### src/rtl/if_id_pipe_reg.sv
// if_id_pipe_reg: IF/ID pipeline register for the 32-bit MIPS-style Scipio core.
// Captures the fetched instruction, its PC and side-band bits, and exposes decoded fields to ID.
//
// Ports:
//   clk, rst            rising-edge clock; asynchronous active-low reset
//   if_valid/pc/inst    fetch-side instruction and PC
//   if_pred_taken       branch predictor taken flag
//   if_fetch_fault      fetch address/bus error flag
//   id_stall            ID cannot accept: hold contents
//   flush               squash contents (mispredict/exception)
//   if_ready            ~id_stall
//   id_*                registered bundle and combinational field slices of id_inst
//
// Optional build macro IFID_PERF_CNT_EN adds saturating 32-bit counters
// stall_cnt (stall without flush) and flush_cnt (flush cycles).
module if_id_pipe_reg #(
    parameter int          XLEN     = 32,
    parameter logic [31:0] NOP_INST = 32'h0000_0000
) (
    input  logic            clk,
    input  logic            rst,
    input  logic            if_valid,
    input  logic [XLEN-1:0] if_pc,
    input  logic [XLEN-1:0] if_inst,
    input  logic            if_pred_taken,
    input  logic            if_fetch_fault,
    input  logic            id_stall,
    input  logic            flush,
    output logic            if_ready,
    output logic            id_valid,
    output logic [XLEN-1:0] id_pc,
    output logic [XLEN-1:0] id_pc_plus4,
    output logic [XLEN-1:0] id_inst,
    output logic            id_pred_taken,
    output logic            id_fetch_fault,
    output logic [5:0]      id_opcode,
    output logic [4:0]      id_rs,
    output logic [4:0]      id_rt,
    output logic [4:0]      id_rd,
    output logic [4:0]      id_shamt,
    output logic [5:0]      id_funct,
    output logic [15:0]     id_imm16,
    output logic [25:0]     id_target
`ifdef IFID_PERF_CNT_EN
    ,
    output logic [31:0]     stall_cnt,
    output logic [31:0]     flush_cnt
`endif
);

    localparam logic [XLEN-1:0] NOP = XLEN'(NOP_INST);

    assign if_ready = ~id_stall;

    // PC and PC+4 survive a flush so that exception/redirect logic in ID
    // can still see where the squashed slot came from.
    always_ff @(posedge clk or negedge rst) begin
        if (!rst) begin
            id_pc       <= '0;
            id_pc_plus4 <= '0;
        end else if (!flush && !id_stall) begin
            id_pc       <= if_pc;
            id_pc_plus4 <= if_pc + XLEN'(4);
        end
    end

    // Valid, instruction and side-band bits: an invalid fetch loads a bubble.
    always_ff @(posedge clk or negedge rst) begin
        if (!rst) begin
            id_valid       <= 1'b0;
            id_inst        <= NOP;
            id_pred_taken  <= 1'b0;
            id_fetch_fault <= 1'b0;
        end else if (flush) begin
            id_valid       <= 1'b0;
            id_inst        <= NOP;
            id_pred_taken  <= 1'b0;
            id_fetch_fault <= 1'b0;
        end else if (!id_stall) begin
            id_valid       <= if_valid;
            id_inst        <= if_valid ? if_inst : NOP;
            id_pred_taken  <= if_valid & if_pred_taken;
            id_fetch_fault <= if_valid & if_fetch_fault;
        end
    end

    // Field slices are deliberately not gated by id_valid; a bubble
    // decodes to whatever NOP_INST holds.
    assign id_opcode = id_inst[31:26];
    assign id_rs     = id_inst[25:21];
    assign id_rt     = id_inst[20:16];
    assign id_rd     = id_inst[15:11];
    assign id_shamt  = id_inst[10:6];
    assign id_funct  = id_inst[5:0];
    assign id_imm16  = id_inst[15:0];
    assign id_target = id_inst[25:0];

`ifdef IFID_PERF_CNT_EN
    always_ff @(posedge clk or negedge rst) begin
        if (!rst) begin
            stall_cnt <= '0;
            flush_cnt <= '0;
        end else begin
            if (id_stall && !flush && stall_cnt != '1)
                stall_cnt <= stall_cnt + 32'd1;
            if (flush && flush_cnt != '1)
                flush_cnt <= flush_cnt + 32'd1;
        end
    end
`endif

endmodule

### config.mk
export PLATFORM = sky130hd
export DESIGN_NAME = if_id_pipe_reg
export DESIGN_NICKNAME = d
export VERILOG_FILES = /design/src/rtl/if_id_pipe_reg.sv
export SDC_FILE = /design/constraint.sdc
export NUM_CORES = 1
export LEC_CHECK = 0
export CAP_MARGIN = 20
export CORE_ASPECT_RATIO = 0.5
export CORE_MARGIN = 3
export CORE_UTILIZATION = 40
export DETAILED_ROUTE_END_ITERATION = 16
export PLACE_DENSITY = 0.92
export SYNTH_ARGS = -nofsm -noshare
export SYNTH_HDL_FRONTEND = slang
export SYNTH_SLANG_ARGS = --single-unit
export TNS_END_PERCENT = 50
### constraint.sdc
create_clock -name clk -period 2.06 [get_ports clk]
set_input_delay 0.309 -clock clk [delete_from_list [all_inputs] [get_ports clk]]
set_output_delay 0.309 -clock clk [all_outputs]
set_load 0.03 [all_outputs]
# Word-level counts from Yosys, hierarchy flattened
# Index checks and enable logic that the tools add are counted.
# word_totals
mem_bits_rw	0
in_bits	71
wordCells	23
regBits	99
latch_bits	0
mem_count	0
rom_bits	0
# classes
magnitude_cmp	0
n_shift	0
n_mul	0
n_div	0
n_eq_ne	1
n_mux	9
n_reduce_logical	3
addsub	1
bitwise	3
# op_table
cell	count
$mux W32	3
$add A32 B3 Y32 const B	1
$mux W1	6
$and A1 B1 Y1	2
$logic_not A1 Y1	2
$ne A2 B1 Y1 const B	1
$logic_and A1 B1 Y1	1
$not A1 Y1	1

# Logic depth before layout (Yosys ltp)
# depth
depth_word	3
mapped_depth	5

# Least setup slack after synthesis
# Ideal clock, no wire load.
# synth_path
path_type	input to register
start	input if_pc[8]
end	register id_pc_plus4[19]
setup_ps	82
setup_slack_ps	378
path_stages	5
path_buffers	1
t_arrival_ps	1600
cell_sequence	nand3_2 -> or4_4 -> buf_6 -> or4_1 -> a31oi_1
# synth_via
elab_chain_cells	1
# synth_rtl
element	line_no	source
start: declaration	23	input logic [XLEN-1:0] if_pc,
$add A32 B3 Y32	63	id_pc_plus4 <= if_pc + XLEN'(4);
end signal: assignment	63	
end: declaration	32	output logic [XLEN-1:0] id_pc_plus4,
# Every way passes these cells.
# A chain may end at the register's enable or synchronous reset.

# Worst setup path in the final report
# layout_path
start	input if_pc[12]
end	register id_pc_plus4[31]
# The elaborated chain is that of the path after synthesis.

==> results.md <==
- Count leader, synth: nand2_1
- Critical Path RT: 2.33 ns
- Avg Inst Size Synth: 9.74 µm²
- Placement Setup Slack: -0.254 ns
- P_sw: 1820 µW
- Synth top cells by count: nand2_1, dfrtp_1, buf_4
- Synth async-reset ratio: 100%
- Die area: 13100 µm²
- Layout cells sized above 1: 10.7%
- Average vias per placed instance: 5.04
- Final GP Congestion: 0.881
- Final hold viol count: 0
- HP Class: reg2reg
- Post-synth top area share: 52.1%
- Routed len/inst: 16.9 µm
- Clock Skew: 0 ns
- Drc violations: 0
- Cts bufs inserted: 9
- CTS clk-pin slew, worst paths: 0.07 ns
- Most used DFF post-synth: dfrtp_1
- Chip width: 159 µm
- Comb pwr share: 29.1%
- Slew HR: 63.7%
- DRT Pass-1 Iters: 4
- Root buffer cell: clkbuf_16
- Synth top area cells: dfrtp_1, buf_4, nand2_1
- CTS H-tree depth: 3
- Final worst slack: 0.0999 ns
- Syn nets: 551
- Ant. Diodes: 0
- RSZ-0062 raised after global routing: false
- Worst slew pin tran: 0.545 ns
- Minimum clock period after layout: 1.96 ns
- Post-Syn Area: 4660 µm²
- Max clock buf depth: 2
- Register area share after synthesis: 52.1%
- Setup violations, final: 0
- I/O pin count: 245
- Core Region: 11200 µm²
- CP Launch Type: input port
- I/O Buffers: 244
- Max IR drop VDD: 0.443 mV
- Number of max-cap violations: 0
- M1 wire length: 5240 µm
- Pwr dens: 737 nW/µm²
- Die Y: 82.4 µm
- Finished Layout Cells: 849
- Synth Register Bits: 97
- Via count: 4283
- Met2 Wirelength: 7680 µm
- CP arrival: 2.23 ns
- Starting Density: 41.7%
- Maximum clock rate: 510 MHz
- Fin. max-slew vios: 0
- Placed wire-length estimate: 10900 µm
- P_int: 3620 µW
- CTS tree: built
- Worst skew pair latency: 0.34 ns
- First-pass GRT wire length: 22200 µm
- Number of global-route vias before repair: 4319
- Pin count of the biggest net entering global routing: 65
- Syn Inst Count: 479
- Initial drt markers: 311
- Static Leak: 0.00318 µW
- Outcome: finished, final reports clean
- Post-synth EDFFs: 0
- Synth unique cells: 30
- Rows: 27
- Detail Route Antenna Nets: 0
- Total global-route track usage: 21.9%
- Synth warnings: 0
- CP peak stage delay: 0.62 ns
- Critical-path top delay cell: or4_4
- WS Path Type: in2reg
- Post-synth top area cell: dfrtp_1
- DR WL met3: 1020 µm
- Total routed wirelength: 14300 µm
- Clk network pwr share: 30.5%
- Area Overhead vs Synth: 58.2%
- Sw frac: 33.5%
- GRT Residual Overflow: 0
- Initial antenna violation count: 0
- Worst path cell trace: clkdlybuf4s50_1, nand3_1, or4_4, or4_1, a31oi_1
- Buffers & Inverters on Critical Path: 1
- Largest delay share family, worst path: simple AND/OR/NAND/NOR gates
- DP Cell Count: 832
- Period utilization: 95.2%
- CP Max Fanout: 12
- Reg power frac: 40.5%
- Post-layout util: 66.0%
- CP endpoint kind: register
- Nets@finish: 757
- CTS Sinks: 97
- Final total power: 5440 µW
- Top Layer Used: met4
sequential cells by signal, summed over array words and instances, names as in the netlist:
name,count
id_pc_plus4,30
id_pred_taken,1
id_inst,32
id_pc,32
id_fetch_fault,1
id_valid,1
power groups by stage:
stage	Combinational, µW	Sequential (µW)	Clock [µW]
after global placement	1550	2230	0
after detailed placement	1590	2240	0
after floorplan	444	2590	0
after global routing	1670	2220	1810
after CTS	1590	2200	1700
final	1580	2200	1660
per-layer routing:
metal | vias to the layer above | global-route usage, %
li1 | 1993 | -
met1 | 2081 | 24.5
met2 | 181 | 40.5
met3 | 28 | 5.93
met4 | 0 | 8.67
met5 | - | 0
logic make-up (layout without fill, tap and decap cells):
group,after synthesis,in the layout,synth area share (%)
fa+ha+maj,1,1,0.268
flops,97,97,52.1
simple gates,183,183,17.9
buf+inv,103,314,14.6
xor+xnor,12,12,2.25
compound gates,82,82,12.7
mux,1,1,0.215
timing repair:
action | in CTS | in global routing
gates resized for setup | 0 | 1
endpoints found under the setup margin | 0 | 3
endpoints found under the hold margin | 38 | 0
hold buffers | 1 | 0
setup buffers | 0 | 0
placed cells by master (no fill, tap or decap), types with 2 or more instances in the layout:
cell type,instances
nor3_1,2
buf_12,4
and2_1,3
a31oi_1,15
and3_1,3
or3_1,2
inv_8,2
clkinv_4,2
or4_1,13
or2_2,2
buf_4,46
xor2_1,7
a22o_1,34
clkdlybuf4s50_1,243
nand2_1,113
o31ai_1,13
a21o_1,2
nor2_1,17
dfrtp_1,97
inv_1,4
o21ai_0,18
and4_1,3
nand3_2,2
xnor2_1,5
nand3_1,8
nand4_1,10
clkbuf_16,9
per-stage QoR:
stage / hold WS, ns / TNS (ns) / instance area (µm²)
CTS: 0.482 / 0 / 7370
detailed placement: 0.328 / -2.83 / 7070
global placement: 0.320 / -1.82 / 7070
floorplan: 0.0134 / 0 / 4660
finish: 0.479 / 0 / 7380
global route: 0.486 / 0 / 7380
area by class of cell:
cell class                 count  area (µm²)
inverter                       4        15.0
sequential                    97        2430
fill                         867        3800
clock buffer                   9         225
multi-input combinational    279        1570
clock inverter                 7        72.6
tap                          159         199
timing repair buffer         294        2870
worst paths after layout:
kind | startpoint | to | slack [ns] | depth (start not counted)
setup / recovery | if_pc[12] | id_pc_plus4[31]$_DFFE_PN0P_ | 0.1 | 5
hold / removal | id_pc[19]$_DFFE_PN0P_ | id_pc[19]$_DFFE_PN0P_ | 0.48 | 2
setup reg to reg | id_inst[1]$_DFFE_PN0P_ | id_inst[1]$_DFFE_PN0P_ | 1.28 | 1
hold reg to reg | id_pc[19]$_DFFE_PN0P_ | id_pc[19]$_DFFE_PN0P_ | 0.48 | 2
max in group asynchronous | rst | id_inst[12]$_DFFE_PN0P_ | 0.90 | 3
min in group asynchronous | rst | id_pc_plus4[4]$_DFFE_PN0P_ | 0.52 | 2
(Power assumes the default switching activity.)
